--- src/rtl/fifo_drain.sv ---
// Read-side engine for a 4-entry FIFO: issues one pop at a time and buffers up to two
// captured words behind a valid/ready port. Define FIFO_DRAIN_CNT_EN to add drain_count.
module fifo_drain #(
    parameter int unsigned WIDTH  = 16,
    parameter int unsigned RD_LAT = 2
) (
    input  logic             clk,
    input  logic             rst,
    input  logic             drain_en,
    input  logic             fifo_empty,
    input  logic [WIDTH-1:0] fifo_rd_data,
    output logic             pop_fifo,
    output logic             out_valid,
    output logic [WIDTH-1:0] out_data,
    input  logic             out_ready
`ifdef FIFO_DRAIN_CNT_EN
    ,
    output logic [15:0]      drain_count
`endif
);

    typedef enum logic {StIdle, StWait} state_e;

    localparam logic [2:0] LatInit = 3'(RD_LAT);

    state_e           state_q;
    logic [2:0]       lat_cnt_q;
    logic             pop_q;
    logic [WIDTH-1:0] mem_q [2];
    logic             head_q, head_d;
    logic             tail_q, tail_d;
    logic [1:0]       occ_q, occ_d;
    logic             start;
    logic             capture;
    logic             xfer;

    // A pop is only launched with a free slot, so the capture can never overflow.
    assign start   = drain_en && !fifo_empty && (occ_q != 2'd2);
    assign capture = (state_q == StWait) && (lat_cnt_q == 3'd0);
    assign xfer    = (occ_q != 2'd0) && out_ready;

    always_ff @(posedge clk or negedge rst) begin
        if (!rst) begin
            state_q   <= StIdle;
            lat_cnt_q <= 3'd0;
            pop_q     <= 1'b0;
        end else begin
            unique case (state_q)
                StIdle: begin
                    pop_q <= 1'b0;
                    if (start) begin
                        state_q   <= StWait;
                        pop_q     <= 1'b1;
                        lat_cnt_q <= LatInit;
                    end
                end
                StWait: begin
                    pop_q <= 1'b0;
                    // lat_cnt reaches 0 in the cycle fifo_rd_data is valid.
                    if (lat_cnt_q == 3'd0) begin
                        state_q <= StIdle;
                    end else begin
                        lat_cnt_q <= lat_cnt_q - 3'd1;
                    end
                end
                default: state_q <= StIdle;
            endcase
        end
    end

    always_comb begin
        head_d = head_q ^ xfer;
        tail_d = tail_q ^ capture;
        occ_d  = occ_q;
        unique case ({capture, xfer})
            2'b10:   occ_d = occ_q + 2'd1;
            2'b01:   occ_d = occ_q - 2'd1;
            default: occ_d = occ_q;
        endcase
    end

    always_ff @(posedge clk or negedge rst) begin
        if (!rst) begin
            mem_q[0] <= '0;
            mem_q[1] <= '0;
            head_q   <= 1'b0;
            tail_q   <= 1'b0;
            occ_q    <= 2'd0;
        end else begin
            if (capture) begin
                mem_q[tail_q] <= fifo_rd_data;
            end
            head_q <= head_d;
            tail_q <= tail_d;
            occ_q  <= occ_d;
        end
    end

    assign pop_fifo  = pop_q;
    assign out_valid = (occ_q != 2'd0);
    assign out_data  = mem_q[head_q];

`ifdef FIFO_DRAIN_CNT_EN
    logic [15:0] cnt_q;

    always_ff @(posedge clk or negedge rst) begin
        if (!rst) begin
            cnt_q <= 16'd0;
        end else if (capture) begin
            cnt_q <= cnt_q + 16'd1;
        end
    end

    assign drain_count = cnt_q;
`endif

endmodule
--- config.mk ---
export PLATFORM = sky130hd
export DESIGN_NAME = fifo_drain
export DESIGN_NICKNAME = d
export VERILOG_FILES = /design/src/rtl/fifo_drain.sv
export SDC_FILE = /design/constraint.sdc
export NUM_CORES = 1
export LEC_CHECK = 0
export CAP_MARGIN = 20
export CORE_ASPECT_RATIO = 2
export CORE_UTILIZATION = 50
export CTS_CLUSTER_SIZE = 40
export DETAILED_ROUTE_END_ITERATION = 10
export HOLD_SLACK_MARGIN = 0.06
export PLACE_DENSITY_LB_ADDON = 0.15
export SLEW_MARGIN = 20
export SYNTH_ARGS = -nofsm -noshare
export SYNTH_HDL_FRONTEND = slang
export SYNTH_SLANG_ARGS = --single-unit
--- constraint.sdc ---
create_clock -name clk -period 2.1 [get_ports clk]
set_input_delay 0.315 -clock clk [delete_from_list [all_inputs] [get_ports clk]]
set_output_delay 0.315 -clock clk [all_outputs]
set_load 0.05 [all_outputs]
# Word-level counts from Yosys, hierarchy flattened
# Index checks and enable logic that the tools add are counted.
word_totals:
  reg_bits: 41
  in_bits: 21
  elab_cells: 48
classes:
  addsub: 3
  order_cmp: 3
  n_eq_ne: 5
  mux: 14
  bitwise: 5
  reduce_logical: 10
ops:
  columns: ["cell", "n"]
  rows:
  - ["16-bit two-way mux", 4]
  - ["32-bit bitwise mux", 1]
  - ["16-bit demux with 1-bit select", 1]
  - ["3-bit two-way mux", 2]
  - ["2-bit != test (second input constant)", 3]
  - ["3-bit case mux with 2 select lines", 1]
  - ["1-bit logical AND", 5]
  - ["2-bit >= comparator (second input constant)", 2]
  - ["1-bit inverter with 2-bit output", 2]
  - ["1-bit case mux with 2 select lines", 2]
  - ["2-bit case mux with 2 select lines", 1]
  - ["2-bit nonzero test", 2]
  - ["3-bit logical NOT", 1]
  - ["3-bit by 1-bit subtractor with 3-bit output (second input constant)", 1]
  - ["2-bit by 1-bit adder with 2-bit output (second input constant)", 1]
  - ["2-bit by 1-bit equality test with 1-bit output (second input constant)", 1]
  - ["2-bit equality test (second input constant)", 1]
  - ["2-bit by 1-bit < comparator with 1-bit output (second input constant)", 1]
  - ["1-bit two-way mux", 2]
  - ["2-bit AND reduction", 1]
  - ["2-bit by 1-bit subtractor with 2-bit output (second input constant)", 1]
  - ["1-bit bitwise XOR", 2]
  - ["1-bit logical NOT", 1]
  - ["1-bit inverter", 1]

# Depth between registers and ports, before layout
# Gate-level depths: netlist of run 1.
logic_depth:
  ltp_word: 6
  depth_mapped: 9
  mapped_depth_nobuf: 8

# Worst setup path after synthesis of run 1
# OpenSTA, ideal clock, no wires.
synth_path:
  path_type: "register to register"
  from: "register occ_q[0]"
  to: "register occ_q[1]"
  setup_time_ns: 0.079
  arrival_time_ns: 1.641
  required_ns: 2.021
  slack_ns: 0.380
  stages_incl_launch_ff: 6
  path_cell_list: "dfrtp_1 > or2_1 > and2_4 > ha_1 > nor2_1 > xor2_1"
synth_between:
  elab_chain_len: 4
  word_cells_on_any_way: 8
  cone_classes: "add/sub (2); eq/ne (2); mux (1); reduce/logical (3)"
synth_lines:
  columns: ["item", "line", "text"]
  rows:
  - ["start, declared", "32", "logic [1:0] occ_q, occ_d;"]
  - ["start signal, assigned", "88", "occ_q <= 2'd0;"]
  - ["start signal, assigned", "95", "occ_q <= occ_d;"]
  - ["2-bit nonzero test *", null, null]
  - ["named net out_valid", "13", "output logic out_valid,"]
  - ["1-bit logical AND *", "40", "assign xfer = (occ_q != 2'd0) && out_ready;"]
  - ["2-bit by 1-bit equality test with 1-bit output or 2-bit equality test (tied branches)", "75", "unique case ({capture, xfer})"]
  - ["2-bit case mux with 2 select lines or 2-bit nonzero test (tied branches)", null, null]
# The timed path passes the listed nets; every way through them passes the cells marked *.
# A chain may end at the register's enable or synchronous reset.

# Worst setup path after layout of run 1
layout_path:
  from: "register occ_q[0]"
  to: "output out_valid"
layout_between:
  elab_chain_len: 1
layout_lines:
  columns: ["item", "line", "text"]
  rows:
  - ["2-bit nonzero test", "100", "assign out_valid = (occ_q != 2'd0);"]
  - ["end, declared", "13", null]
# Every way passes these cells.

==> impl_metrics.csv, run 1 <==
group,metric,value,unit
drt,finalWirelength,3190,um
clock_network,clock-sinks,41,
clock_network,cts_resized,0,
floorplan,core,0.00345,mm^2
clock_network,hold_buffers,0,
clock_network,cts.path.max_buffers,2,
clock_network,post_cts.repair.setup_buffers,0,
synthesis,synth_compound_area_frac,0.0109,
synthesis,ys_seq_area_frac,0.557,
timing,tns,0,ps
place,gp_congestion,0.702,
synthesis,synth_area_leaders,"dfrtp_1 (56%), mux2_2 (29%), ha_1 (3.4%)",
timing,finClkSkew,7.08,ps
global_route,grt_pass1_wl,5360,um
worst_setup_path,critPathArrivalTime,1720,ps
place,dp_hpwl,2340,um
synthesis,yosys_warnings,0,
synthesis,synth_fa_ha_area_frac,0.0340,
job,drv_cap,0,
floorplan,die_area,0.00394,mm^2
clock_network,worstSkewPairLatency,290,ps
clock_network,cts-root-buf,"clkbuf_8",
drt,wl_per_cell,14.7,um
drt,drtIter0Drc,6,
global_route,grt_usage,0.189,
min_path,hp-class,"primary input to asynchronous set/reset pin",
floorplan,io_pins,39,
clock_network,cts.reportedPaths.clkPinSlew,70,ps
synthesis,yosysUniqueCellTypes,18,
synthesis,yosys.area_share.simple,0.0462,
finish,area.growth.synth_to_final,25.6,%
floorplan,rows,30,
timing,timing.hold.ws,147,ps
drt,drt_pass1_iterations,3,
clock_network,numCtsBuffers,5,
global_route,gr-total-overflow,0,
timing,tightest_slew,886,ps
synthesis,ys_ff_latch,41,
synthesis,syn_area_per_cell,14.7,um^2
finish,final_nets,195,
floorplan,die_w,44.9,um
drt,drcViolationCount,0,
synthesis,synth_xor_area_frac,0.0190,
timing,period_needed,2030,ps
outcome,status,"complete, no violations",
place,port_buffers,38,
place,place_ws,351,ps
synthesis,synth_area,0.00184,mm^2
timing,max_freq,0.492,GHz
worst_setup_path,crit_path_start_kind,"register",
worst_setup_path,crit_required,1780,ps
timing,max-slew-margin-rel,0.410,
floorplan,fp.dieH,87.8,um
worst_setup_path,critPathKind,"register to output port",
floorplan,start_util,0.533,
drt,ant_nets,0,
timing,final-hold-violation-count,0,
worst_setup_path,end_kind,"output port",
synthesis,synth_top_family_by_area,"multiplexers",
timing,rsz0062_at_grt,"no",
clock_network,cts_tree,"built",
finish,diodes,0,
finish,drive_gt1_frac,0.467,
worst_setup_path,path_max_fanout,4,
timing,fin_crit_sh,0.968,
clock_network,htreeDepth,2,
synthesis,synth_top_area_cell,"dfrtp_1",
drt,vias,1107,
global_route,grt_pass1_vias,1217,
global_route,grt_max_degree,42,
synthesis,synthMuxAreaShare,0.294,
drt,viasPerCell,5.10,
timing,setup_slack,67.4,ps
synthesis,syn-num-nets,151,
synthesis,syn_inst,125,
timing,setup_viol,0,
global_route,antenna_found_initial,0,
timing,drv_slew,0,
synthesis,yosys.area.top_type_share,0.557,
placed cells by master, fill, tap and decap left out:
master,n
a211o_1,1
and2_4,1
buf_2,1
buf_4,21
clkbuf_1,1
clkbuf_8,6
clkdlybuf4s50_1,21
dfrtp_1,41
ha_1,5
inv_1,6
mux2_2,48
nand2_1,3
nand2b_1,3
nor2_1,2
nor2b_2,1
nor4b_4,1
o21ai_1,1
o22ai_1,1
or2_1,1
xnor2_1,2
xor2_1,2
worst paths after layout:
check	start	to	slack [ps]	cells after the start
max	occ_q[0]$_DFFE_PN0P_	out_valid	70	2
min	rst	mem_q[8]$_DFFE_PN0P_	150	1
max reg2reg	lat_cnt_q[0]$_DFFE_PN0P_	mem_q[16]$_DFFE_PN0P_	350	8
min reg2reg	lat_cnt_q[1]$_DFFE_PN0P_	lat_cnt_q[1]$_DFFE_PN0P_	490	1
max in group asynchronous	rst	mem_q[1]$_DFFE_PN0P_	1400	1
min in group clk	lat_cnt_q[1]$_DFFE_PN0P_	lat_cnt_q[1]$_DFFE_PN0P_	490	1
sequential cells by signal (all words and copies together) (netlist names):
register / flops
lat_cnt_q: 3
mem_q: 32
state_q: 1
tail_q: 1
pop_fifo: 1
head_q: 1
occ_q: 2
critical path, stage by stage (launching register included):
cell and delay (ps):
dfrtp_1 440, or2_1 280, clkdlybuf4s50_1 710
cells in the mapped netlist:
library cell / count
buf_2: 3
a211o_1: 1
xnor2_1: 2
inv_1: 6
or2_1: 1
nor4b_4: 1
nor2_1: 2
nor2b_2: 1
ha_1: 5
buf_6: 3
dfrtp_1: 41
o21ai_1: 1
nand2_1: 3
nand2b_1: 3
mux2_2: 48
xor2_1: 2
o22ai_1: 1
and2_4: 1
area by class of cell:
cell class / count / area, um^2
clock buffers: 7 / 86.3
repair buffers: 43 / 373
flip-flops and latches: 41 / 1030
fillers: 273 / 1140
inverters: 6 / 22.5
multi-input cells: 72 / 743
well taps: 48 / 60.1
stage by stage:
stage          cells  instance area (um^2)   util
2_1_floorplan    125                  1840      -
3_3_place_gp     210                  2220  0.644
3_5_place_dp     210                  2220  0.644
4_1_cts          217                  2310  0.669
5_1_grt          217                  2310  0.669
6_report         217                  2310  0.669
kinds of logic (layout without fill, tap and decap cells):
family	after synthesis	in the layout
mux	48	48
compound gates	3	3
buf+inv	12	56
simple gates	12	12
flops	41	41
xor+xnor	4	4
fa+ha+maj	5	5
per-layer routing:
layer	part of all wire	wire [um]	GRT usage
met1	0.38	1220	0.193
met4	0.021	68	0.0854
met5	0	0	0
met3	0.045	143	0.0495
met2	0.55	1760	0.342
Power of run 1 is not shown: default switching activity piles up to over one toggle a cycle in this logic, so the estimate is an artifact.
==> inputs of run 2 (changes only) <==
--- a/config.mk
+++ b/config.mk
@@ -6,7 +6,7 @@
 export NUM_CORES = 1
 export LEC_CHECK = 0
 export CAP_MARGIN = 20
-export CORE_ASPECT_RATIO = 2
+export CORE_ASPECT_RATIO = 0.75
 export CORE_UTILIZATION = 50
 export CTS_CLUSTER_SIZE = 40
 export DETAILED_ROUTE_END_ITERATION = 10
==> run 2 against run 1 <==
Effect of this change:
- clock skew shrank 0.83 ps
- wire length shrank 0.47%
- core utilization grew 1.3 points
- global-route usage shrank 0.24 points
- fmax grew 1.3%
- first-iteration DRC count grew to 6.7 times the previous value
- design area grew 0.43%
- sequential share of layout area shrank 0.19 points
- critical endpoint unchanged
==> impl_metrics.csv, run 2 (synthesis results as in run 1) <==
group,metric,value,unit
outcome,status,"complete, no violations",
worst_setup_path,path_max_fanout,4,
drt,finalWirelength,3180,um
worst_setup_path,critPathKind,"register to output port",
finish,fillCellCount,245,
timing,max_freq,0.498,GHz
worst_setup_path,cpLargestDelayFamily,"buffers and inverters",
timing,drv_slew,0,
worst_setup_path,critPathMaxStageDelay,700,ps
worst_setup_path,crit_required,1780,ps
worst_setup_path,crit_path_start_kind,"register",
floorplan,die_area,0.00393,mm^2
timing,period_needed,2010,ps
worst_setup_path,cpMaxStageDelayCell,"clkdlybuf4s50_1",
floorplan,die_w,72.1,um
floorplan,rows,18,
drt,drtIter0Drc,40,
place,port_buffers,38,
clock_network,cts.reportedPaths.clkPinSlew,70,ps
floorplan,fp.dieH,54.5,um
finish,reg_top3,"mem_q: 32 flops, lat_cnt_q: 3 flops, occ_q: 2 flops",
floorplan,core,0.00340,mm^2
floorplan,start_util,0.541,
global_route,grt_usage,0.186,
timing,tns,0,ps
timing,timing.hold.ws,141,ps
finish,area.growth.synth_to_final,26.1,%
finish,mostFrequentLayoutCell,"mux2_2",
place,dp_hpwl,2330,um
global_route,grt_max_degree,42,
drt,drt_pass1_iterations,4,
global_route,antenna_found_initial,0,
timing,tightest_slew,877,ps
clock_network,worstSkewPairLatency,290,ps
drt,vias,1081,
finish,regMostFlops,"mem_q",
clock_network,htreeDepth,2,
worst_setup_path,path_cells,"or2_1 -> clkdlybuf4s50_1",
finish,multi_input_area,743,um^2
timing,setup_viol,0,
clock_network,hold_buffers,0,
clock_network,post_cts.repair.setup_buffers,0,
job,drv_cap,0,
clock_network,cts.path.max_buffers,2,
finish,largest_reg_flops,32,
global_route,grt_pass1_wl,5190,um
timing,max-slew-margin-rel,0.415,
global_route,busiest_layer,"met2",
worst_setup_path,r2r_cells,8,
finish,final_nets,196,
clock_network,clock-sinks,41,
floorplan,io_pins,39,
min_path,hp-class,"primary input to asynchronous set/reset pin",
clock_network,cts-root-buf,"clkbuf_8",
finish,diodes,0,
drt,drcViolationCount,0,
drt,viasPerCell,4.91,
timing,fin_crit_sh,0.956,
timing,rsz0062_at_grt,"no",
drt,wl_per_cell,14.4,um
clock_network,numCtsBuffers,5,
global_route,use_met3,0.0571,
finish,seq_area,0.00103,mm^2
global_route,gr-total-overflow,0,
global_route,grt_pass1_vias,1101,
worst_setup_path,critPathArrivalTime,1690,ps
finish,layout_common_cells,"mux2_2 (48), dfrtp_1 (41), buf_4 (22)",
worst_setup_path,worst-path-stages,2,
clock_network,cts_tree,"built",
clock_network,cts_resized,0,
global_route,met2_usage,0.296,
global_route,gr-usage-met1,0.238,
place,gp_congestion,0.691,
timing,final-hold-violation-count,0,
drt,ant_nets,0,
worst_setup_path,end_kind,"output port",
finish,drive_gt1_frac,0.471,
timing,finClkSkew,6.25,ps
worst_setup_path,path_buf_inv,1,
run 2: cell count changes in the layout (fill, tap and decap cells not counted), sizes merged:
cell  before  now
buf       22   23
run 2: worst reg2reg max path, delay by kind of cell (launching register included):
family / cells / cell delay, ps
AND/OR/NAND/NOR: 1 / 70
multiplexers: 1 / 370
buffers and inverters: 3 / 380
flip-flops: 1 / 390
adder cells (fa/ha/maj): 3 / 470
run 2: per-stage QoR:
step	setup WS, ps	util	instance area [um^2]	cells
CTS	82.6	0.682	2320	220
global placement	390	0.657	2230	213
finish	92.7	0.682	2320	220
detailed placement	311	0.657	2230	213
global route	28.6	0.682	2320	220
floorplan	380	-	1840	125
run 2: per-layer routing:
layer	up-vias	wire length, um
met2	26	1490
li1	516	-
met4	0	49
met5	-	0
met3	5	151
met1	534	1490
run 2: cell type report:
| class | instances | area share |
|---|---|---|
| flip-flops and latches | 41 | 0.442 |
| inverters | 6 | 0.00970 |
| well taps | 50 | 0.0270 |
| repair buffers | 44 | 0.164 |
| multi-input cells | 72 | 0.320 |
| clock buffers | 7 | 0.0372 |
run 2: path summary, 6_finish.rpt:
kind	startpoint	endpoint	slack, ps
worst max-delay path	occ_q[0]$_DFFE_PN0P_	out_valid	90
worst min-delay path	rst	lat_cnt_q[1]$_DFFE_PN0P_	140
worst max register to register	lat_cnt_q[0]$_DFFE_PN0P_	mem_q[27]$_DFFE_PN0P_	310
worst min register to register	occ_q[1]$_DFFE_PN0P_	occ_q[1]$_DFFE_PN0P_	490
max in group asynchronous	rst	mem_q[8]$_DFFE_PN0P_	1410
min in group clk	occ_q[1]$_DFFE_PN0P_	occ_q[1]$_DFFE_PN0P_	490
Power of run 2 is left out for the same reason.
